File: config.mk
export PLATFORM = sky130hd
export DESIGN_NAME = fetch_unit
export DESIGN_NICKNAME = d
export VERILOG_FILES = /design/src/rtl/fetch_unit_pkg.sv /design/src/rtl/fetch_unit_call_stack.sv /design/src/rtl/fetch_unit.sv
export SDC_FILE = /design/constraint.sdc
export NUM_CORES = 1
export LEC_CHECK = 0
export CAP_MARGIN = 20
export CORE_MARGIN = 2
export CORE_UTILIZATION = 49
export DETAILED_ROUTE_END_ITERATION = 12
export PLACE_DENSITY_LB_ADDON = 0.08
export SLEW_MARGIN = 5
export SYNTH_ARGS = -nofsm -noshare
export SYNTH_HDL_FRONTEND = slang
export SYNTH_SLANG_ARGS = --single-unit
File: constraint.sdc
create_clock -name clk -period 2.86 [get_ports clk]
set_input_delay 0.858 -clock clk [delete_from_list [all_inputs] [get_ports clk]]
set_output_delay 0.858 -clock clk [all_outputs]
set_load 0.01 [all_outputs]
File: src/rtl/fetch_unit_pkg.sv
// Shared instruction defines for the fetch path: opcode values, field positions
// and fetch FSM state encodings.
package fetch_unit_pkg;

    localparam int OPC_LSB = 16;
    localparam int OPC_W   = 8;
    localparam int OPD_LSB = 0;

    localparam logic [7:0] OP_NOP = 8'h00;
    localparam logic [7:0] OP_LDI = 8'h01;
    localparam logic [7:0] OP_LD  = 8'h02;
    localparam logic [7:0] OP_ST  = 8'h03;
    localparam logic [7:0] OP_ADD = 8'h04;
    localparam logic [7:0] OP_SUB = 8'h05;
    localparam logic [7:0] OP_JMP = 8'h10;
    localparam logic [7:0] OP_JMA = 8'h11;
    localparam logic [7:0] OP_CLL = 8'h12;
    localparam logic [7:0] OP_RET = 8'h13;
    localparam logic [7:0] OP_RST = 8'h14;

    typedef enum logic [1:0] {
        ST_FETCH    = 2'd0,
        ST_ISSUE    = 2'd1,
        ST_WAIT_ACU = 2'd2,
        ST_HALT     = 2'd3
    } fetch_state_t;

endpackage

File: src/rtl/fetch_unit_call_stack.sv
// call_stack: circular LIFO of return addresses. The pointer wraps modulo DEPTH;
// the occupancy count saturates and drives full/empty.
module call_stack #(
    parameter int DEPTH = 8,
    parameter int WIDTH = 8
) (
    input  logic             clk,
    input  logic             rst,
    input  logic             clr,
    input  logic             push,
    input  logic             pop,
    input  logic [WIDTH-1:0] din,
    output logic [WIDTH-1:0] dout,
    output logic             full,
    output logic             empty
);

    localparam int PTR_W = (DEPTH > 1) ? $clog2(DEPTH) : 1;
    localparam int CNT_W = PTR_W + 1;

    logic [WIDTH-1:0] mem [DEPTH];
    logic [PTR_W-1:0] sp;
    logic [PTR_W-1:0] sp_dec;
    logic [CNT_W-1:0] cnt;

    assign sp_dec = sp - 1'b1;
    assign dout   = mem[sp_dec];
    assign full   = (cnt == CNT_W'(DEPTH));
    assign empty  = (cnt == '0);

    always_ff @(posedge clk) begin
        if (rst || clr) begin
            sp  <= '0;
            cnt <= '0;
        end else if (push) begin
            sp <= sp + 1'b1;
            if (!full) cnt <= cnt + 1'b1;
        end else if (pop) begin
            sp <= sp_dec;
            if (!empty) cnt <= cnt - 1'b1;
        end
    end

    // Entries are data only; the pointer reset is enough to empty the stack.
    always_ff @(posedge clk) begin
        if (push && !rst) mem[sp] <= din;
    end

endmodule

File: src/rtl/fetch_unit.sv
// fetch_unit: PLC-style instruction fetch with call stack and ACU-conditional jump.
// Define FETCH_STACK_CHECK_EN to halt with err_ovf/err_unf on stack misuse.
module fetch_unit
    import fetch_unit_pkg::*;
#(
    parameter int WORD_WIDTH  = 24,
    parameter int ADDR_BITS   = 8,
    parameter int STACK_DEPTH = 8
) (
    input  logic                  clk,
    input  logic                  rst,
    output logic [ADDR_BITS-1:0]  rom_addr,
    input  logic [WORD_WIDTH-1:0] rom_data,
    output logic [WORD_WIDTH-1:0] instr,
    output logic                  instr_valid,
    input  logic                  instr_ready,
    input  logic                  acu_valid,
    input  logic                  acu_nz,
    output logic                  err_ovf,
    output logic                  err_unf
);

`ifdef FETCH_STACK_CHECK_EN
    localparam bit STACK_CHECK = 1'b1;
`else
    localparam bit STACK_CHECK = 1'b0;
`endif

    fetch_state_t          state, state_nx;
    logic [ADDR_BITS-1:0]  pc, pc_nx, pc_inc, target;
    logic [WORD_WIDTH-1:0] instr_nx;
    logic                  vld_nx;
    logic [OPC_W-1:0]      opcode;
    logic                  push, pop, clr;
    logic                  ovf_hit, unf_hit;
    logic [ADDR_BITS-1:0]  stk_dout;
    logic                  stk_full, stk_empty;

    assign rom_addr = pc;
    assign opcode   = rom_data[OPC_LSB +: OPC_W];
    assign target   = rom_data[OPD_LSB +: ADDR_BITS];
    assign pc_inc   = pc + 1'b1;

    call_stack #(
        .DEPTH (STACK_DEPTH),
        .WIDTH (ADDR_BITS)
    ) u_stack (
        .clk   (clk),
        .rst   (rst),
        .clr   (clr),
        .push  (push),
        .pop   (pop),
        .din   (pc_inc),
        .dout  (stk_dout),
        .full  (stk_full),
        .empty (stk_empty)
    );

    always_comb begin
        state_nx = state;
        pc_nx    = pc;
        instr_nx = instr;
        vld_nx   = instr_valid;
        push     = 1'b0;
        pop      = 1'b0;
        clr      = 1'b0;
        ovf_hit  = 1'b0;
        unf_hit  = 1'b0;
        case (state)
            ST_FETCH: begin
                case (opcode)
                    OP_NOP: pc_nx = pc_inc;
                    OP_JMP: pc_nx = target;
                    OP_CLL: begin
                        if (STACK_CHECK && stk_full) begin
                            ovf_hit  = 1'b1;
                            state_nx = ST_HALT;
                        end else begin
                            push  = 1'b1;
                            pc_nx = target;
                        end
                    end
                    OP_RET: begin
                        if (STACK_CHECK && stk_empty) begin
                            unf_hit  = 1'b1;
                            state_nx = ST_HALT;
                        end else begin
                            pop   = 1'b1;
                            pc_nx = stk_dout;
                        end
                    end
                    OP_RST: begin
                        pc_nx = '0;
                        clr   = 1'b1;
                    end
                    // pc stays on the JMA word so its target remains on rom_data.
                    OP_JMA: state_nx = ST_WAIT_ACU;
                    default: begin
                        instr_nx = rom_data;
                        vld_nx   = 1'b1;
                        pc_nx    = pc_inc;
                        state_nx = ST_ISSUE;
                    end
                endcase
            end
            ST_ISSUE: begin
                if (instr_ready) begin
                    vld_nx   = 1'b0;
                    state_nx = ST_FETCH;
                end
            end
            ST_WAIT_ACU: begin
                if (acu_valid) begin
                    pc_nx    = acu_nz ? target : pc_inc;
                    state_nx = ST_FETCH;
                end
            end
            ST_HALT: state_nx = ST_HALT;
            default: state_nx = ST_FETCH;
        endcase
    end

    always_ff @(posedge clk) begin
        if (rst) begin
            state       <= ST_FETCH;
            pc          <= '0;
            instr       <= '0;
            instr_valid <= 1'b0;
        end else begin
            state       <= state_nx;
            pc          <= pc_nx;
            instr       <= instr_nx;
            instr_valid <= vld_nx;
        end
    end

`ifdef FETCH_STACK_CHECK_EN
    logic ovf_q, unf_q;

    always_ff @(posedge clk) begin
        if (rst) begin
            ovf_q <= 1'b0;
            unf_q <= 1'b0;
        end else begin
            ovf_q <= ovf_q | ovf_hit;
            unf_q <= unf_q | unf_hit;
        end
    end

    assign err_ovf = ovf_q;
    assign err_unf = unf_q;
`else
    // Both hits are gated by STACK_CHECK and therefore constant zero here.
    assign err_ovf = ovf_hit;
    assign err_unf = unf_hit;
`endif

endmodule

---- Word level (Yosys, flattened, before mapping) ----
Memory sizes are Yosys's and may differ from the RTL's.
Index checks and enable logic that the tools add are counted.
word-level totals
  flip-flop bits (word level) ............. 38
  memory bits (writable) .................. 64
  word-level logic and storage cells ...... 59
  output and inout port bits .............. 35
  memories kept ........................... 1
  input port bits ......................... 29
operators by class
  mux-type cells .......................... 21
  add/sub/neg operators ................... 3
  bitwise logic cells ..................... 1
  eq/ne operators ......................... 13
  reductions and logical operators ........ 15
memory list
  memory       depth  width  rd ports  clocked after memory_dff  write ports  RTL line                     source
  u_stack.mem  8      8      1         0                         1            fetch_unit_call_stack.sv:21  logic [WIDTH-1:0] mem [DEPTH];
operator list
  kind                 number
  $eq 8x5->1 const B   5
  $pmux 8 s4           1
  $mux 8               2
  $pmux 8 s2           1
  $mux 1               10
  $ne 2x2->1 const B   5
  $reduce_and 3->1     3
  $add 8x1->8 const B  1
  $logic_not 8->1      1
  $pmux 2 s4           1
  $mux 3               2
  $reduce_bool 2->1    3
  $reduce_or 6->1      1
  $reduce_or 5->1      1
  $eq 2x2->1 const B   2
  $mux 2               2
  $pmux 2 s2           1
  $add 3x1->3 const B  1
  $sub 3x1->3 const B  1
  $eq 2x1->1 const B   1
  $logic_not 2->1      1
  $pmux 1 s2           1
  $reduce_and 2->1     1
  $reduce_or 2->1      1
  other kinds (4)      4

---- Depth between registers and ports, before layout ----
Gate-level depths: netlist of run 1.
  depth after elaboration ................. 6
  mapped depth ............................ 10
  depth with buffers taken out ............ 7

---- Cells and area by module ----
From an unflattened synthesis of run 1, not the netlist that was laid out.
second synthesis, totals
  cells, all modules ...................... 364
  area, all modules ....................... 4,804.6 um^2
by module, submodules not included
  module      area an instance (um^2)  seq. area each (um^2)  cells an instance  times used
  call_stack  2,957.8                  2,062.0                157                1
  fetch_unit  1,846.8                  700.7                  207                1

---- Least setup slack after synthesis of run 1 ----
OpenSTA, ideal clock, no wires.
  kind .................................... input to register
  start ................................... in rom_data[16]
  end ..................................... mem u_stack.mem[5][0] (enable)
  setup slack ............................. 0.012 ns
  data arrival time ....................... 2.463 ns
  setup time .............................. 0.385 ns
  stages on the path ...................... 5
  data required time ...................... 2.475 ns
  path buffers ............................ 1
  path through ............................ buf_6 -> nor2_1 -> nand4_1 -> or3_1 -> nor3b_1
on the way
  longest elaborated chain between the ends .. 6
RTL lines
  item                          RTL line                     source
  start, declared               fetch_unit.sv:13             input logic [WORD_WIDTH-1:0] rom_data,
  $eq 8x5->1                    fetch_unit.sv:71             case (opcode)
  $mux 1                        fetch_unit.sv:71
  $mux 1                        fetch_unit.sv:69             case (state)
  $logic_and 1x1->1             fetch_unit_call_stack.sv:46  if (push && !rst) mem[sp] <= din;
  $mux 1                        fetch_unit_call_stack.sv:46
  $mux 1 (not written as such)  fetch_unit_call_stack.sv:46
  end, declared                 fetch_unit_call_stack.sv:21
No other way between the ends.

---- Worst setup path after layout of run 1 ----
  start ................................... in rom_data[17]
  end ..................................... mem u_stack.mem[5][2] (enable)
Same word-level chain as after synthesis.

==> impl_metrics.ini, run 1 <==
[outcome]
status = complete, no violations

[synth]
synth_flop_cell = edfxtp_1
ys.warnings.count = 0
synth_edf_count = 64
postSynth.asyncResetShare_pct = 0
synth_cell_types = 62
synth_cells = 372
netlist_area_um2 = 4590
syn_area_per_cell_um2 = 12.3
yosysSeqAreaShare_pct = 58.5
synth-seq-cells = 102

[critical_path]
critPathRequiredTime_ns = 2.96
worst_setup_path_start_kind = input pin
cp_max_fo = 8
reg2reg_depth = 6
worstPathArrival_ns = 2.80
ff2ff_setup_slack_ns = 0.43
crit_type = input pin to flop
crit_path_end_kind = flop

[timing]
hold_slack_ns = 0.459
fin_skew_ns = 0.00988
relSlewSlack_pct = 52.2
finalCriticalPeriod_ns = 2.70
rsz0062_at_grt = false
fmax_mhz = 370
drv_slew = 0
tns_ns = 0
setup_violations = 0
fin_crit_sh_pct = 94.5
worst_pin_slew_ns = 0.699
hold_viol_final = 0
layout_setup_ws_ns = 0.156

[clocking]
ctsHoldBuffers = 0
cts.clk_slew.worst_paths_ns = 0.10
cts_made_buffers = 9
postCtsSetupBuffers = 0
root_buffer = clkbuf_8
cts_sinks = 102
cts_resized = 0
clockBufferDepth = 2
cts_tree = done
clkLatencyLatePin_ns = 0.38
htreeDepth = 3

[power_and_ir_drop]
ir_drop_uv = 341
p_leak_nw = 2.18
power.density_nw_per_um2 = 518

[floorplanning]
coreArea_um2 = 9150
rows = 35
die_area_um2 = 10200
io_pins = 64
die_w_um = 101
die_height_um = 101
start_util_pct = 50.1

[grt]
grt_pass1_vias = 3154
antenna_found_initial = 0
grt_pass1_wl_um = 17100
grt_usage_pct = 22.5
grt_max_degree = 34
overflow = 0

[cells_and_area]
stdcell_area_um2 = 5750
final_common_cell = edfxtp_1
num_antenna_cells = 0
final_cell_mix = 64 x edfxtp_1, 61 x clkdlybuf4s50_1, 45 x nand2_1
drive_gt1_share_pct = 16.5
num-nets-final = 501
syn2layout_area_growth_pct = 25.3
layout.cells.non_filler = 585

[drt]
post_drt_wl_per_cell_um = 18.7
drt_iter0_drc = 297
first_pass_iters = 5
drt_wl_total_um = 11000
vias = 3337
postRouteAntennaNets = 0
via_per_inst = 5.70
drc = 0

[placed_design]
place_congestion = 0.921
dp_slack_ns = -0.230
post-dp-hpwl_um = 8010
place_area_um2 = 5550
io_buffers = 61
place_inst = 569

[hold_path]
hold_class = flop to flop
min_path_cells = 2

[flow_run]
drv_cap = 0
critical path, cell delays in order:
cell             delay (ns)
clkdlybuf4s50_1        0.50
nor3b_1                0.29
nand4_1                0.26
or3_1                  0.46
nor3b_1                0.23
buf_4                  0.20
cells in the mapped netlist (all sizes together) (4+ instances only):
master  number  area share, %
nand2       47            4.0
nor2        36            3.0
nor3         4           0.44
a21o         4           0.65
mux4         7            3.8
a22oi        4           0.65
edfxtp      64             42
nor2b        4           0.55
dfxtp       38             17
clkbuf       8           0.65
nor3b        4           0.65
a31oi        9            1.2
xor2         6            1.6
a221oi       5            1.1
xnor2        4           0.76
buf          9            1.8
o21ai        7            1.0
nand3       13            1.4
a21oi       11            1.2
mux2i       31            6.8
and2         4           0.60
inv         10           0.82
layout make-up:
type / count / area (um2)
multi-input cells: 244 / 1760
flip-flops and latches: 102 / 2680
fillers: 753 / 3410
clock buffers: 9 / 124
well taps: 111 / 139
inverters: 10 / 37.5
repair buffers: 102 / 931
clock inverters: 7 / 76.3
where the power goes:
group / switching, W / internal, W / leakage (nW)
logic: 0.000207 / 0.000205 / 1.18
clock network: 0.000554 / 0.000343 / 0.100
registers: 0.0000393 / 0.00163 / 0.896
per-layer routing:
| metal | vias up | wire length (um) | track usage [%] |
|---|---|---|---|
| met5 | - | 0 | 0 |
| met1 | 1640 | 4910 | 32.2 |
| li1 | 1577 | - | - |
| met4 | 0 | 110 | 6.22 |
| met2 | 109 | 5270 | 34.7 |
| met3 | 11 | 668 | 4.92 |
logic make-up (layout without fill, tap and decap cells):
group / Yosys count / count (layout) / share of synthesized area (%)
compound gates: 61 / 61 / 10.6
simple gates: 129 / 129 / 13.5
flops: 102 / 102 / 58.5
mux: 39 / 39 / 10.9
fa+ha+maj: 3 / 3 / 0.818
buf+inv: 27 / 128 / 3.30
other cells: 1 / 2 / 0.0818
xor+xnor: 10 / 10 / 2.32
state kept, by name, summed over array words and instances, names as in the netlist:
signal       flops
u_stack.mem     64
state            2
instr           24
u_stack.sp       3
rom_addr         8
instr_valid      1
per-stage QoR:
step | util [%] | total power, W
floorplan | - | 0.00190
global placement | 60.6 | 0.00211
detailed placement | 60.6 | 0.00211
CTS | 62.8 | 0.00300
global route | 62.8 | 0.00310
finish | 62.8 | 0.00298
worst paths after layout:
| kind | from | endpoint |
|---|---|---|
| max | rom_data[17] | u_stack.mem[5][2] |
| min | instr[21] | instr[21] |
| max reg2reg | u_stack.sp[0] | rom_addr[4] |
| min reg2reg | instr[21] | instr[21] |
(Power assumes the default switching activity.)
==> inputs of run 2 (changes only) <==
ABC_AREA = 1   (was unset)
CORE_UTILIZATION = 50   (was 49)
==> run 2 against run 1 <==
Synthesized cell count is 62% higher. Worst setup slack better by 0.15 ns. Power is 3.7% higher. Maximum frequency is 6.0% higher. Register-to-register slack better by 0.31 ns. Sequential cell count stayed put.
==> impl_metrics.ini, run 2 <==
[grt]
use_met2_pct = 40.9
grt_pass1_vias = 4170
overflow = 0
top_usage_layer = met2
antenna_found_initial = 0
grt_usage_pct = 24.2
use_met3_pct = 3.82
grtUsageMet1_pct = 31.1
grt_pass1_wl_um = 20600
grt_max_degree = 36

[critical_path]
ff2ff_setup_slack_ns = 0.74
reg2reg_to = rom_addr[2]
reg2reg_depth = 9
critPathRequiredTime_ns = 2.94
cp_max_fo = 8
cp_cell_sequence = clkdlybuf4s50_1 > inv_2 > nand2_1 > nor2_1 > nand2_2 > nor2_2 > nand2_1 > nor2_1 > nand2_1 > nor3_1 > buf_4
cp_num_buf_inv = 3
crit_path_max_incr_delay_ns = 0.44
crit_path_end_kind = flop
crit_type = input pin to flop
cpMostUsedCell = nand2_1
crit_path_top_delay_cell = clkdlybuf4s50_1
crit_family = simple AND/OR/NAND/NOR gates
r2r_start = u_stack.sp[1]
worstPathArrival_ns = 2.63
worst_setup_path_start_kind = input pin

[cells_and_area]
num-nets-final = 704
largest-register = u_stack.mem
final_cell_mix = 208 x nand2_1, 64 x edfxtp_1, 61 x clkdlybuf4s50_1
layout.cells.non_filler = 810
drive_gt1_share_pct = 10.6
num_antenna_cells = 0
fill_cells = 920
final_common_cell = nand2_1
syn2layout_area_growth_pct = 20.1
largest_reg_flops = 64

[synth]
synth_edf_count = 64
netlist_area_um2 = 5020
synth.top_cell.area_share_pct = 38.3
postSynth.asyncResetShare_pct = 0
synth_top_cells_by_count = 208 x nand2_1, 64 x edfxtp_1, 45 x inv_1
synth_cell_types = 33
synth_top_area_cell = edfxtp_1
synth_area_leaders = edfxtp_1 38%, nand2_1 16%, dfxtp_1 15%
synth_flop_cell = edfxtp_1
ys.warnings.count = 0
synth-seq-cells = 102
post-synth-top-count-cell = nand2_1
yosysSeqAreaShare_pct = 53.5
syn_area_per_cell_um2 = 8.31
synth_cells = 604

[clocking]
ctsHoldBuffers = 0
clockBufferDepth = 2
cts_sinks = 102
root_buffer = clkbuf_8
cts.clk_slew.worst_paths_ns = 0.09
postCtsSetupBuffers = 0
clkLatencyLatePin_ns = 0.36
cts_resized = 0
htreeDepth = 3
cts_made_buffers = 9
cts_tree = done

[power_and_ir_drop]
power.density_nw_per_um2 = 512
ir_drop_uv = 284
pwr-share-clk_pct = 32.2
pwr-share-seq_pct = 53.9
p_int_w = 0.00233
p_leak_nw = 2.55
switchingPower_w = 0.000761
power_w = 0.00309
power_frac_comb_pct = 13.9
p_sw_share_pct = 24.7

[hold_path]
hold_end = instr[22]
hold_class = flop to flop
min_path_cells = 2
hold_start = instr[22]

[flow_run]
drv_cap = 0

[placed_design]
io_buffers = 61
place_congestion = 0.879
dp_slack_ns = -0.0386
post-dp-hpwl_um = 8890
place_inst = 794

[timing]
fmax_mhz = 392
rsz0062_at_grt = false
setup_violations = 0
worst_pin_slew_ns = 0.711
drv_slew = 0
fin_crit_sh_pct = 89.2
hold_viol_final = 0
relSlewSlack_pct = 52.4
layout_setup_ws_ns = 0.309
fin_skew_ns = 0.00764
finalCriticalPeriod_ns = 2.55

[drt]
first_pass_iters = 7
vias = 4215
via_per_inst = 5.20
drc = 0
post_drt_wl_per_cell_um = 15.6
drt_iter0_drc = 297
postRouteAntennaNets = 0
drt_wl_total_um = 12700

[floorplanning]
die_height_um = 104
die_w_um = 104
die_area_um2 = 10900
start_util_pct = 51.3
coreArea_um2 = 9770
rows = 36
io_pins = 64

[outcome]
status = complete, no violations
==> run 2: changes by cell type in the layout (fill, tap and decap cells not counted), sizes merged, moves of 7 or more <==
cell / delta
a21oi: +29
a31oi: -9
buf: -18
inv: +47
mux2i: -31
mux4: -7
nand2: +167
nand3: +33
nand4: +22
nor2: +14
o21ai: +10
==> run 2: cell type report <==
type	count	area, um2	share of cell area [%]
repair buffers	84	783	13.0
inverters	60	225	3.74
well taps	133	166	2.76
multi-input cells	415	1950	32.4
clock inverters	6	82.6	1.37
flip-flops and latches	102	2680	44.5
clock buffers	10	138	2.28
==> run 2: kinds of logic (layout without fill, tap and decap cells) <==
group | after synthesis | count (layout) | synth area share, %
DFF | 102 | 102 | 53.5
buffers and inverters | 88 | 160 | 7.73
adders and majority gates | 3 | 3 | 0.748
other | 1 | 2 | 0.0747
AOI/OAI and AO/OA | 59 | 59 | 6.13
xor gates and xnor gates | 4 | 4 | 0.848
and+or+nand+nor | 347 | 347 | 31.0
==> run 2: through the flow <==
stage | setup TNS, ns | area (um2) | utilization [%] | hold WS, ns
final | 0 | 6030 | 61.7 | 0.466
after global routing | 0 | 6030 | 61.7 | 0.491
after CTS | 0 | 6030 | 61.7 | 0.471
after detailed placement | -0.309 | 5810 | 59.4 | 0.454
after global placement | 0 | 5810 | 59.4 | 0.449
after floorplan | 0 | 5020 | - | 0.483
==> run 2: power by group through the flow <==
stage / clock network [W] / registers (W) / logic (W)
2_1_floorplan: 0 / 0.00171 / 0.000205
3_3_place_gp: 0 / 0.00169 / 0.000428
5_1_grt: 0.00108 / 0.00167 / 0.000471
4_1_cts: 0.00102 / 0.00166 / 0.000432
3_5_place_dp: 0 / 0.00169 / 0.000430
6_report: 0.000995 / 0.00166 / 0.000430
==> run 2: worst max path at each step <==
stage / startpoint / depth (start not counted) / slack [ns] / end
6_report: rom_data[19] / 11 / 0.31 / u_stack.mem[7][5]
3_5_place_dp: rom_data[19] / 11 / -0.04 / u_stack.mem[7][7]
4_1_cts: rom_data[19] / 11 / 0.34 / u_stack.mem[7][7]
2_1_floorplan: rom_data[19] / 9 / 0.22 / u_stack.mem[1][0]
5_1_grt: rom_data[19] / 11 / 0.13 / u_stack.mem[2][6]
3_3_place_gp: rom_data[21] / 11 / 0.03 / u_stack.mem[3][7]
==> run 2: tightest hold or removal path: cells and delay by family, from the launching register on <==
| family | cells | cell delay [ns] |
|---|---|---|
| AO/OA/AOI/OAI | 1 | 0.05 |
| flip-flops | 1 | 0.32 |
| AND/OR/NAND/NOR | 1 | 0.06 |
==> run 2: layer usage <==
metal	routed length [um]	vias up
met4	261	0
met5	0	-
met2	6100	124
li1	-	2114
met3	688	20
met1	5600	1957
